--- src/rtl/cpu_pkg.sv ---
// Shared definitions for the 16-bit CPU control path: opcodes, IR field
// positions, FSM states, instruction classes and datapath control encodings.
package cpu_pkg;

  localparam logic [3:0] OP_NOP  = 4'h0;
  localparam logic [3:0] OP_ADD  = 4'h1;
  localparam logic [3:0] OP_SUB  = 4'h2;
  localparam logic [3:0] OP_AND  = 4'h3;
  localparam logic [3:0] OP_OR   = 4'h4;
  localparam logic [3:0] OP_LDI  = 4'h5;
  localparam logic [3:0] OP_LD   = 4'h6;
  localparam logic [3:0] OP_ST   = 4'h7;
  localparam logic [3:0] OP_JMP  = 4'h8;
  localparam logic [3:0] OP_BEQZ = 4'h9;
  localparam logic [3:0] OP_HALT = 4'hF;

  localparam int IR_OP_HI  = 23;
  localparam int IR_OP_LO  = 20;
  localparam int IR_DST_HI = 19;
  localparam int IR_DST_LO = 16;
  localparam int IR_RA_HI  = 11;
  localparam int IR_RA_LO  = 8;
  localparam int IR_RB_HI  = 3;
  localparam int IR_RB_LO  = 0;
  localparam int IR_IMM_HI = 7;
  localparam int IR_IMM_LO = 0;

  localparam logic [1:0] ALU_ADD = 2'b00;
  localparam logic [1:0] ALU_SUB = 2'b01;
  localparam logic [1:0] ALU_AND = 2'b10;
  localparam logic [1:0] ALU_OR  = 2'b11;

  localparam logic [1:0] WB_ALU = 2'b00;
  localparam logic [1:0] WB_IMM = 2'b01;
  localparam logic [1:0] WB_MEM = 2'b10;

  typedef enum logic [2:0] {
    ST_IDLE   = 3'd0,
    ST_FETCH  = 3'd1,
    ST_DECODE = 3'd2,
    ST_EXEC   = 3'd3,
    ST_MEM    = 3'd4,
    ST_WB     = 3'd5,
    ST_HALT   = 3'd6
  } state_e;

  typedef enum logic [3:0] {
    CLS_NOP  = 4'd0,
    CLS_ALU  = 4'd1,
    CLS_IMM  = 4'd2,
    CLS_LD   = 4'd3,
    CLS_ST   = 4'd4,
    CLS_JMP  = 4'd5,
    CLS_BZ   = 4'd6,
    CLS_HALT = 4'd7,
    CLS_ILL  = 4'd8
  } cls_e;

endpackage

--- src/rtl/cpu_decode.sv ---
// Purely combinational instruction decoder: classifies the IR and derives the
// ALU operation, writeback source and register read addresses.
module cpu_decode
  import cpu_pkg::*;
(
  input  logic [23:0] ir_i,
  output cls_e        cls_o,
  output logic [1:0]  alu_op_o,
  output logic [1:0]  wb_sel_o,
  output logic [3:0]  raddr_a_o,
  output logic [3:0]  raddr_b_o
);

  logic [3:0] op;
  logic [3:0] dst;
  logic [3:0] ra;
  logic       unused_ir_bits;

  assign op  = ir_i[IR_OP_HI:IR_OP_LO];
  assign dst = ir_i[IR_DST_HI:IR_DST_LO];
  assign ra  = ir_i[IR_RA_HI:IR_RA_LO];
  assign unused_ir_bits = ^ir_i[15:12];

  always_comb begin
    cls_o    = CLS_ILL;
    alu_op_o = ALU_ADD;
    wb_sel_o = WB_ALU;
    case (op)
      OP_NOP: cls_o = CLS_NOP;
      OP_ADD, OP_SUB, OP_AND, OP_OR: begin
        cls_o    = CLS_ALU;
        // opcodes 1..4 map onto ADD..OR by subtracting one (4 wraps to 11)
        alu_op_o = op[1:0] - 2'd1;
      end
      OP_LDI: begin
        cls_o    = CLS_IMM;
        wb_sel_o = WB_IMM;
      end
      OP_LD: begin
        cls_o    = CLS_LD;
        wb_sel_o = WB_MEM;
      end
      OP_ST:   cls_o = CLS_ST;
      OP_JMP:  cls_o = CLS_JMP;
      OP_BEQZ: cls_o = CLS_BZ;
      OP_HALT: cls_o = CLS_HALT;
      default: cls_o = CLS_ILL;
    endcase
  end

  // ST and BEQZ read their DST register on port A (store data / zero test)
  assign raddr_a_o = (op == OP_ST || op == OP_BEQZ) ? dst : ra;
  assign raddr_b_o = ir_i[IR_RB_HI:IR_RB_LO];

endmodule

--- src/rtl/cpu_ctrl.sv ---
// Multi-cycle control unit: owns PC and IR and steps each instruction through
// FETCH/DECODE/EXEC/MEM/WB; every output is decoded from registered state.
module cpu_ctrl
  import cpu_pkg::*;
#(
  parameter int PC_W    = 4,
  parameter int DADDR_W = 16
) (
  input  logic               clk,
  input  logic               rst,
  input  logic               run,
  input  logic [23:0]        instr,
  input  logic               zero,
  input  logic               mem_ack,
  output logic [PC_W-1:0]    iaddr,
  output logic [3:0]         rf_raddr_a,
  output logic [3:0]         rf_raddr_b,
  output logic [3:0]         rf_waddr,
  output logic               rf_we,
  output logic [1:0]         alu_op,
  output logic [1:0]         wb_sel,
  output logic [7:0]         imm,
  output logic [DADDR_W-1:0] daddr,
  output logic               mem_req,
  output logic               data_wr,
  output logic               halted,
  output logic               illegal,
  output logic [2:0]         dbg_state
);

  state_e          state_q, state_d;
  logic [PC_W-1:0] pc_q, pc_d;
  logic [23:0]     ir_q, ir_d;

  cls_e            cls;
  logic [1:0]      dec_alu_op;
  logic [1:0]      dec_wb_sel;
  logic [3:0]      dec_raddr_a;
  logic [3:0]      dec_raddr_b;
  logic [PC_W-1:0] pc_inc;
  logic [PC_W-1:0] pc_tgt;
  logic            br_taken;

  cpu_decode u_decode (
    .ir_i      (ir_q),
    .cls_o     (cls),
    .alu_op_o  (dec_alu_op),
    .wb_sel_o  (dec_wb_sel),
    .raddr_a_o (dec_raddr_a),
    .raddr_b_o (dec_raddr_b)
  );

  assign pc_inc   = pc_q + PC_W'(1);
  assign pc_tgt   = PC_W'(ir_q[3:0]);
  assign br_taken = (cls == CLS_JMP) || (cls == CLS_BZ && zero);

  always_ff @(posedge clk) begin
    if (rst) begin
      state_q <= ST_IDLE;
      pc_q    <= '0;
      ir_q    <= '0;
    end else begin
      state_q <= state_d;
      pc_q    <= pc_d;
      ir_q    <= ir_d;
    end
  end

  // Memory handshake: mem_req stays high for every MEM cycle; the access
  // completes on the first rising edge where mem_ack is sampled high in MEM,
  // and mem_ack is ignored in every other state.
  always_comb begin
    state_d = state_q;
    pc_d    = pc_q;
    ir_d    = ir_q;
    case (state_q)
      ST_IDLE: begin
        if (run) state_d = ST_FETCH;
      end
      ST_FETCH: begin
        ir_d    = instr;
        state_d = ST_DECODE;
      end
      ST_DECODE: begin
        case (cls)
          CLS_LD, CLS_ST: state_d = ST_MEM;
          CLS_HALT:       state_d = ST_HALT;
          default:        state_d = ST_EXEC;
        endcase
      end
      ST_EXEC: begin
        if (cls == CLS_ALU || cls == CLS_IMM) begin
          state_d = ST_WB;
        end else begin
          state_d = ST_FETCH;
          pc_d    = br_taken ? pc_tgt : pc_inc;
        end
      end
      ST_MEM: begin
        if (mem_ack) begin
          if (cls == CLS_LD) begin
            state_d = ST_WB;
          end else begin
            state_d = ST_FETCH;
            pc_d    = pc_inc;
          end
        end
      end
      ST_WB: begin
        state_d = ST_FETCH;
        pc_d    = pc_inc;
      end
      ST_HALT: state_d = ST_HALT;
      default: state_d = ST_IDLE;
    endcase
  end

  assign iaddr      = pc_q;
  assign rf_raddr_a = dec_raddr_a;
  assign rf_raddr_b = dec_raddr_b;
  assign rf_waddr   = ir_q[IR_DST_HI:IR_DST_LO];
  assign rf_we      = (state_q == ST_WB);
  assign alu_op     = dec_alu_op;
  assign wb_sel     = dec_wb_sel;
  assign imm        = ir_q[IR_IMM_HI:IR_IMM_LO];
  assign daddr      = {{(DADDR_W-8){1'b0}}, ir_q[IR_IMM_HI:IR_IMM_LO]};
  assign mem_req    = (state_q == ST_MEM);
  assign data_wr    = (state_q == ST_MEM) && (cls == CLS_ST);
  assign halted     = (state_q == ST_HALT);
  assign illegal    = (state_q == ST_DECODE) && (cls == CLS_ILL);
  assign dbg_state  = state_q;

endmodule

--- config.mk ---
export PLATFORM = sky130hd
export DESIGN_NAME = cpu_ctrl
export DESIGN_NICKNAME = d
export VERILOG_FILES = /design/src/rtl/cpu_pkg.sv /design/src/rtl/cpu_decode.sv /design/src/rtl/cpu_ctrl.sv
export SDC_FILE = /design/constraint.sdc
export NUM_CORES = 1
export LEC_CHECK = 0
export CORE_ASPECT_RATIO = 1.1
export CORE_UTILIZATION = 38
export CTS_CLUSTER_DIAMETER = 150
export CTS_CLUSTER_SIZE = 40
export DETAILED_ROUTE_END_ITERATION = 6
export PLACE_DENSITY_LB_ADDON = 0.3
export SLEW_MARGIN = 20
export SYNTH_ARGS = -nofsm -noshare
export SYNTH_HDL_FRONTEND = slang
export SYNTH_SLANG_ARGS = --single-unit
--- constraint.sdc ---
create_clock -name clk -period 1.85 [get_ports clk]
set_clock_uncertainty 0.1 [all_clocks]
set_input_delay 0.37 -clock clk [delete_from_list [all_inputs] [get_ports clk]]
set_output_delay 0.37 -clock clk [all_outputs]
set_load 0.02 [all_outputs]
== Yosys cells after proc, flatten, opt, wreduce, memory -nomap -nowiden ==
Cells that the tools add are included.
Operators by class
  $add $sub $neg: 2
  multiplexer cells: 15
  $mul: 0
  equal/unequal tests: 28
  bitwise gates (word level): 0
  magnitude comparators: 0
  shifts and indexed selects: 0
  divide/modulo/power cells: 0
  reduce and logical (&&, ||, !) cells: 13
Operator list (number)
  == test 4 x 3 -> 1 bit, second input constant: 8
  case mux 4 bit (8 select lines): 1
  case mux 3 bit (7 select lines): 1
  2-to-1 mux 4 bit: 5
  == test 4 x 2 -> 1 bit, second input constant: 4
  == test 4 bit, second input constant: 4
  2-to-1 mux 3 bit: 4
  case mux 4 bit (3 select lines): 1
  == test 3 bit, second input constant: 3
  == test 4 x 1 -> 1 bit, second input constant: 2
  != test 2 bit, second input constant: 4
  == test 3 x 2 -> 1 bit, second input constant: 2
  case mux 3 bit (2 select lines): 1
  adder 4 x 1 -> 4 bit, second input constant: 1
  logical NOT 4 bit: 1
  case mux 2 bit (2 select lines): 1
  AND reduction 4 bit: 1
  OR reduction 4 bit: 1
  == test 3 x 1 -> 1 bit, second input constant: 1
  logical AND 1 bit: 3
  logical NOT 3 bit: 1
  logical OR 1 bit: 3
  nonzero test 3 bit: 1
  2-to-1 mux 2 bit: 1
  3 further kinds: 3
Word-level totals
  latch bits: 0
  bits in read-only memories: 0
  memories kept: 0
  word-level logic and storage cells: 61
  bits in registers: 31
  bits of input ports: 29
  output and inout bits: 52
  bits in writable memories: 0

== Longest topological paths before layout ==
Gate-level depths: netlist of the first run.
  word-level depth: 9
  depth in mapped cells: 9
  mapped depth without buffers: 8

== By module ==
From an unflattened synthesis of the first run, not the netlist that was laid out.
Second synthesis, totals
  cells, all modules: 245
  area, all modules: 1919.3 um2
By module, submodules not included
  cpu_ctrl: times used 1, area each 1604.0 um2, sequential area each 620.6 um2, cells an instance 204
  cpu_decode: times used 1, area each 315.3 um2, sequential area each 0.0 um2, cells an instance 41

== Worst setup path after synthesis of the first run ==
OpenSTA, ideal clock, no wires.
  path kind: register to output
  start: reg ir_q[20]
  end: out data_wr
  path buffers: 1
  arrival time: 1864 ps
  slack: -484 ps
  data required time: 1380 ps
  stages on the path, launching flop included: 6
  path through: dfxtp_1 ha_1 buf_6 inv_1 or4_1 nor4_1
On the way
  word-level cells in the longest chain between the ends: 5
  elaborated cells on any way between the ends: 15
  those cells by class: 11 x eq/ne; 1 x mux; 3 x reduce/logical
Ends and longest elaborated chain
  from (decl): RTL line cpu_ctrl.sv:33  | logic [23:0] ir_q, ir_d;
  from (signal assigned): RTL line cpu_ctrl.sv:65  | ir_q <= ir_d;
  == test 4 x 1 -> 1 bit, or another cell as far along: RTL line cpu_decode.sv:28  | case (op)
  OR reduction 4 bit: RTL line cpu_decode.sv:28
  case mux 4 bit (8 select lines) *: RTL line cpu_decode.sv:28
  == test 4 x 3 -> 1 bit *: RTL line cpu_ctrl.sv:128  | assign data_wr = (state_q == ST_MEM) && (cls == CLS_ST);
  logical AND 1 bit *: RTL line cpu_ctrl.sv:128
  to (decl): RTL line cpu_ctrl.sv:25  | output logic data_wr,
Every way passes the cells marked *; elsewhere a longest branch is shown, timed or not.

== Worst setup path after layout of the first run ==
Same ends and word-level chain as after synthesis.

==> summary.txt, run 1 <==
Outcome
  • Status: complete, but fails checks
  • Violated checks: setup timing

Cells and area
  • Share of cells above drive strength 1: 0.321
  • Area grow syn2layout: 57.2%
  • Final nets: 340
  • Register area: 551 sq um
  • Multi-input logic area: 1200 sq um
  • FILL cells: 409
  • Final Cell Area: 2930 sq um
  • Antenna Cells: 0
  • Final Core Density: 0.626
  • Post-Layout Cell Count: 361

STA
  • Worst hold slack: 0.366 ns
  • Final period util: 1.23
  • Fmax: 0.441 GHz
  • Final WS setup: -0.419 ns
  • Minimum clock period after layout: 2.27 ns
  • Final setup vio count: 15
  • Final setup TNS: -4.58 ns
  • Final hold viol count: 0
  • Unrepaired setup endpoints after global routing: true
  • Final Max Tran Viols: 0

Power
  • Net Switching: 618 uW
  • Worst vdd ir: 324 uV
  • Pint: 1170 uW
  • Gate power share: 0.433
  • Sequential Power Share: 0.379
  • PD cells: 610 nW/um^2
  • Static Leakage: 0.00135 uW
  • Switch share: 0.345
  • Clock group share of total power: 0.188

Hold path
  • Worst min-delay path class: reg2reg

Logic synthesis
  • Number of synthesized flops with an enable pin: 0
  • Primary FF master, synth: dfxtp_1
  • Register bit total from synthesis: 27
  • Seq/Total Area, Yosys: 0.290
  • Fraction of registers with async set/reset: 0
  • Synthesized cell area: 1870 sq um
  • Distinct cell type count after synthesis: 52
  • Cells after Synth: 233
  • Yosys warnings: 0
  • Syn avg cell area: 8.01 sq um

Job
  • Max Cap Viol: 0

Worst setup path
  • Crit path kind: reg2out
  • Nature of the critical path endpoint: primary output
  • Crit path max fanout: 6
  • Critical Path Start Type: flop
  • CP Data Required Time: 1.38 ns
  • Crit path DAT: 1.80 ns

Clock tree
  • CTS tree: done
  • Cts bufs inserted: 3
  • Clock Path Buffers: 2
  • Skew-Pair Late Insertion Delay: 0.27 ns
  • Root buf cell: clkbuf_8
  • # H-tree levels: 1
  • Post-CTS Hold Buffers: 0
  • Clock transition at path regs: 0.09 ns
  • Clock Sinks: 27

Route
  • Antenna viol nets, final: 0
  • Vias: 1,748
  • Via/cell ratio: 4.84
  • Drt wl/cell: 12.6 um
  • Initial DRC count: 85
  • DRC: 0
  • DRT Pass-1 Iters: 4
  • Drt total wl: 4.57 mm

Global route
  • Grt total ovfl: 0
  • Pin count of the biggest net entering global routing: 22
  • Initial antenna violation count: 0
  • Number of global-route vias before repair: 1,499
  • Overall routing resource usage: 0.174
  • First-pass GRT wire length: 6.88 mm

Placed design
  • Hpwl dp: 3.26 mm
  • Area after DPL: 2650 sq um
  • # placed instances: 348
  • Port bufs: 68
  • Global placer's final weighted congestion: 0.812

Floorplanning
  • Ports: 81
  • Core Box Area: 4680 sq um
  • Die Ht: 75.5 um
  • Initial Utilization: 0.399
  • Die W: 68.8 um
  • Cell Rows: 26
  • Die area: 5200 sq um
-- worst max-delay path, cell delays in order (launching register included) --
cell and delay [ns]:
dfxtp_4 0.38, buf_4 0.14, ha_4 0.18, or4_4 0.52, nor4_4 0.14, buf_4 0.18
-- synthesized netlist by cell type (2+ instances only) --
| master | number | share of area |
|---|---|---|
| buf_6 | 3 | 0.018 |
| nor3_1 | 4 | 0.011 |
| clkbuf_1 | 9 | 0.018 |
| nand2b_1 | 3 | 0.010 |
| and2_1 | 2 | 0.0067 |
| mux2i_1 | 4 | 0.021 |
| a21oi_1 | 24 | 0.064 |
| nor2_1 | 9 | 0.018 |
| buf_4 | 33 | 0.13 |
| nor2b_1 | 4 | 0.013 |
| o32ai_1 | 2 | 0.0094 |
| ha_1 | 5 | 0.034 |
| o21ai_0 | 3 | 0.0080 |
| nand2_1 | 45 | 0.090 |
| mux2_2 | 4 | 0.024 |
| o211a_1 | 2 | 0.011 |
| o22ai_1 | 2 | 0.0067 |
| dfxtp_1 | 27 | 0.29 |
| a211oi_1 | 3 | 0.012 |
| inv_1 | 10 | 0.020 |
| and3_1 | 2 | 0.0067 |
| nor4_1 | 2 | 0.0067 |
| o41ai_1 | 2 | 0.0094 |
-- placed cells by master (no fill, tap or decap), types with 3 or more instances in the layout --
master	netlist	final
a21oi_1	24	23
ha_4	0	4
nor2b_1	4	4
nor4_4	0	3
a211oi_1	3	3
clkbuf_8	0	3
nand2_1	45	44
nand2b_1	3	3
mux2i_1	4	4
inv_1	10	7
o21ai_0	3	3
dfxtp_1	27	23
conb_1	1	8
dlymetal6s2s_1	0	12
buf_6	3	15
nor2_1	9	9
buf_4	33	31
clkdlybuf4s50_1	0	41
mux2_4	0	4
-- cell families (layout without fill, tap and decap cells) --
logic type / Yosys count / count (layout) / share of synthesized area
AOI/OAI and AO/OA: 52 / 52 / 0.199
buffers and inverters: 55 / 120 / 0.189
adders and majority gates: 5 / 5 / 0.0335
and+or+nand+nor: 85 / 85 / 0.241
muxes: 8 / 8 / 0.0456
DFF: 27 / 27 / 0.290
other: 1 / 8 / 0.00201
-- state kept, by name, summed over array words and instances (netlist names) --
register	cells
iaddr	4
dbg_state	3
ir_q	20
-- layout make-up --
type                            count  share of cell area
Timing Repair Buffer              106               0.349
Multi-Input combinational cell    158               0.409
Tap cell                           56              0.0239
Clock buffer                        4              0.0154
Sequential cell                    27               0.188
Inverter                           10              0.0145
-- stage by stage --
| step | total power, uW | worst slack (ns) |
|---|---|---|
| after detailed placement | 1400 | -0.638 |
| after CTS | 1780 | -0.397 |
| after global routing | 1900 | -0.485 |
| final | 1790 | -0.419 |
| after global placement | 1390 | -0.607 |
| after floorplan | 1150 | -0.128 |
-- metal layers --
layer	global-route usage	share of wire	up-vias
met1	0.236	0.46	812
met2	0.281	0.49	38
met5	0	0	-
met3	0.0240	0.033	5
li1	-	-	893
met4	0.0612	0.014	0
-- worst paths after layout --
check / from / end / slack, ns / cells past startpoint
setup / recovery: ir_q[20]$_SDFFE_PP0P_ / data_wr / -0.42 / 5
hold / removal: ir_q[11]$_SDFFE_PP0P_ / ir_q[11]$_SDFFE_PP0P_ / 0.37 / 2
setup reg to reg: ir_q[20]$_SDFFE_PP0P_ / iaddr[0]$_SDFFE_PP0P_ / -0.35 / 10
hold reg to reg: ir_q[11]$_SDFFE_PP0P_ / ir_q[11]$_SDFFE_PP0P_ / 0.37 / 2
-- power groups by stage --
| stage | clock network [uW] | logic [uW] | registers (uW) |
|---|---|---|---|
| floorplan | 0 | 451 | 696 |
| global placement | 0 | 708 | 686 |
| detailed placement | 0 | 713 | 689 |
| CTS | 352 | 751 | 679 |
| global route | 374 | 840 | 686 |
| finish | 336 | 775 | 679 |
-- what timing repair did --
action / 4_1_cts / 5_1_grt
cloned: 0 / 0
endpoints found under the setup margin: 21 / 31
pin swaps: 12 / 10
setup buffers: 4 / 6
gates resized for setup: 84 / 30
No activity file was read; power rests on OpenSTA's default activity.
==> run 2: changes to the inputs <==
--- a/config.mk
+++ b/config.mk
@@ -5,11 +5,13 @@
 export SDC_FILE = /design/constraint.sdc
 export NUM_CORES = 1
 export LEC_CHECK = 0
+export ABC_AREA = 1
 export CORE_ASPECT_RATIO = 1.1
-export CORE_UTILIZATION = 38
+export CORE_UTILIZATION = 37
 export CTS_CLUSTER_DIAMETER = 150
 export CTS_CLUSTER_SIZE = 40
 export DETAILED_ROUTE_END_ITERATION = 6
+export GPL_ROUTABILITY_DRIVEN = 0
 export PLACE_DENSITY_LB_ADDON = 0.3
 export SLEW_MARGIN = 20
 export SYNTH_ARGS = -nofsm -noshare
==> summary.txt, run 2 <==
Outcome
  • Status: complete, but fails checks (unchanged)
  • Violated checks: setup timing (unchanged)

STA
  • Pin slew with the least headroom to its limit: 0.559 ns
  • Final hold viol count: 0 (unchanged)
  • Relative slew margins: 0.627
  • Final Max Tran Viols: 0 (unchanged)
  • Final WS setup: -0.307 ns (was -0.419 ns)
  • Fmax: 0.464 GHz (was 0.441 GHz)
  • Minimum clock period after layout: 2.16 ns (was 2.27 ns)
  • Final setup vio count: 15 (unchanged)
  • Worst hold slack: 0.354 ns (was 0.366 ns)
  • Unrepaired setup endpoints after global routing: true (unchanged)
  • Final period util: 1.17 (was 1.23)

Worst setup path
  • CP max stage delay: 0.40 ns (was 0.52 ns)
  • Crit path DAT: 1.69 ns (was 1.80 ns)
  • Top delay family on crit path: simple AND/OR/NAND/NOR gates (unchanged)
  • Crit path kind: reg2out (unchanged)
  • CP Data Required Time: 1.38 ns (about the same)
  • Critical Path Start Type: flop (unchanged)
  • Worst path bufs/invs: 5 (was 2)
  • Slowest-stage cell, CP: dfxtp_4 (was or4_4)
  • Worst-path cell chain: inv_4 > ha_4 > inv_2 > nand2_2 > nand2_2 > inv_2 > nor2_4 > buf_6 > nand3_4 > nor2_4 > buf_6 (was buf_4 > ha_4 > or4_4 > nor4_4 > buf_4)
  • Nature of the critical path endpoint: primary output (unchanged)
  • Crit path max fanout: 3 (was 6)

Logic synthesis
  • Post-synth top cells: inv_1, nand2_1, buf_4 (was nand2_1, buf_4, dfxtp_1)
  • Most frequent cell after synthesis: inv_1 (was nand2_1)
  • Seq/Total Area, Yosys: 0.313 (was 0.290)
  • Synthesized cell area: 1730 sq um (was 1870 sq um)
  • Primary FF master, synth: dfxtp_1 (unchanged)
  • Register bit total from synthesis: 27 (unchanged)
  • Fraction of registers with async set/reset: 0 (unchanged)
  • Leading post-synthesis cells by cell area: dfxtp_1, buf_4, inv_1 (was dfxtp_1, buf_4, nand2_1)
  • Syn avg cell area: 6.59 sq um (was 8.01 sq um)
  • Synth top area share: 0.313 (was 0.290)
  • Yosys warnings: 0 (unchanged)
  • Cells after Synth: 262 (was 233)
  • Distinct cell type count after synthesis: 25 (was 52)
  • Number of synthesized flops with an enable pin: 0 (unchanged)
  • Post-synth top area cell: dfxtp_1 (unchanged)

Placed design
  • Hpwl dp: 2.97 mm (was 3.26 mm)
  • Port bufs: 68 (unchanged)
  • # placed instances: 381 (was 348)
  • Area after DPL: 2460 sq um (was 2650 sq um)

Floorplanning
  • Die area: 4940 sq um (was 5200 sq um)
  • Cell Rows: 25 (was 26)
  • Ports: 81 (unchanged)
  • Die W: 67.1 um (was 68.8 um)
  • Core Box Area: 4380 sq um (was 4680 sq um)
  • Initial Utilization: 0.394 (was 0.399)
  • Die Ht: 73.6 um (was 75.5 um)

Clock tree
  • Post-CTS Hold Buffers: 0 (unchanged)
  • # H-tree levels: 1 (unchanged)
  • CTS tree: done (unchanged)
  • Skew-Pair Late Insertion Delay: 0.27 ns (about the same)
  • Clock Path Buffers: 2 (unchanged)
  • Root buf cell: clkbuf_8 (unchanged)
  • Cts bufs inserted: 3 (unchanged)
  • Clock Sinks: 27 (unchanged)
  • Clock transition at path regs: 0.10 ns (was 0.09 ns)

Cells and area
  • Post-Layout Cell Count: 394 (was 361)
  • Final Cell Area: 2800 sq um (was 2930 sq um)
  • Most common cell after layout, fill and taps aside: clkdlybuf4s50_1 (was nand2_1)
  • Number of flip-flops in the largest register: 20 (unchanged)
  • Largest Register: ir_q (unchanged)
  • Most frequent cells in the layout: clkdlybuf4s50_1, buf_4, inv_1, nand2_1 (was nand2_1, clkdlybuf4s50_1, buf_4, a21oi_1, dfxtp_1)
  • Share of cells above drive strength 1: 0.315 (was 0.321)
  • Area grow syn2layout: 62.4% (was 57.2%)
  • Antenna Cells: 0 (unchanged)
  • Final nets: 375 (was 340)

Hold path
  • Worst min-delay path class: reg2reg (unchanged)

Global route
  • Grt total ovfl: 0 (unchanged)
  • Pin count of the biggest net entering global routing: 42 (was 22)
  • First-pass GRT wire length: 6.72 mm (was 6.88 mm)
  • Initial antenna violation count: 0 (unchanged)
  • Number of global-route vias before repair: 1,562 (was 1,499)
  • Overall routing resource usage: 0.176 (was 0.174)

Route
  • Vias: 1,807 (was 1,748)
  • Drt wl/cell: 11.1 um (was 12.6 um)
  • Drt total wl: 4.38 mm (was 4.57 mm)
  • Initial DRC count: 62 (was 85)
  • DRC: 0 (unchanged)
  • Via/cell ratio: 4.59 (was 4.84)
  • Antenna viol nets, final: 0 (unchanged)
  • DRT Pass-1 Iters: 4 (unchanged)

Job
  • Max Cap Viol: 0 (unchanged)

Power
  • Worst vdd ir: 739 uV (was 324 uV)
  • Total power: 4100 uW (was 1790 uW)
  • PD cells: 1460 nW/um^2 (was 610 nW/um^2)
  • Static Leakage: 0.00131 uW (was 0.00135 uW)
[run 2: worst register-to-register path, delay by kind of cell (launching register included)]
kind | cells | cell delay, ns
simple gates | 9 | 0.86
flops | 1 | 0.43
buf+inv | 3 | 0.32
fa+ha+maj | 1 | 0.16
compound gates | 1 | 0.10
[run 2: layout make-up]
cell class	instances	area, sq um
inverters	45	181
fillers	399	1580
well taps	54	67.6
clock inverters	1	5.00
repair buffers	104	953
multi-input cells	160	1000
clock buffers	3	41.3
flip-flops and latches	27	551
[run 2: stage by stage]
step | TNS [ns] | worst slack, ns | utilization
final | -2.52 | -0.307 | 0.640
after global routing | -4.53 | -0.397 | 0.640
after CTS | -2.10 | -0.254 | 0.597
after detailed placement | -4.96 | -0.541 | 0.561
after global placement | -4.45 | -0.485 | 0.561
after floorplan | -0.0248 | -0.0248 | -
[run 2: what timing repair did]
| action | CTS | global route |
|---|---|---|
| setup buffers | 2 | 7 |
| resized for setup | 89 | 53 |
| pin swaps | 6 | 17 |
| endpoints found under the setup margin | 19 | 23 |
| cloned | 1 | 0 |
[run 2: cells by family after synthesis]
logic type	synth area share
adders and majority gates	0.0362
buffers and inverters	0.250
DFF	0.313
AOI/OAI and AO/OA	0.164
other	0.00217
xor gates and xnor gates	0.0101
and+or+nand+nor	0.225
[run 2: worst paths after layout]
kind	depth (start not counted)	end	startpoint	slack [ns]
setup / recovery	11	data_wr	ir_q[21]$_SDFFE_PP0P_	-0.31
hold / removal	2	ir_q[8]$_SDFFE_PP0P_	ir_q[8]$_SDFFE_PP0P_	0.35
setup reg to reg	14	iaddr[3]$_SDFFE_PP0P_	ir_q[20]$_SDFFE_PP0P_	-0.22
hold reg to reg	2	ir_q[8]$_SDFFE_PP0P_	ir_q[8]$_SDFFE_PP0P_	0.35
[run 2: per-layer routing]
layer | up-vias | global-route usage | routed length [um] | part of all wire
met3 | 10 | 0.0342 | 195 | 0.045
met4 | 0 | 0.0662 | 97 | 0.022
met1 | 808 | 0.200 | 1720 | 0.39
li1 | 939 | - | - | -
met2 | 50 | 0.317 | 2370 | 0.54
met5 | - | 0 | 0 | 0
[run 2: power by group]
part	switching [uW]	internal (uW)
registers	189	786
logic	1460	1320
clock network	189	151
total	1840	2260
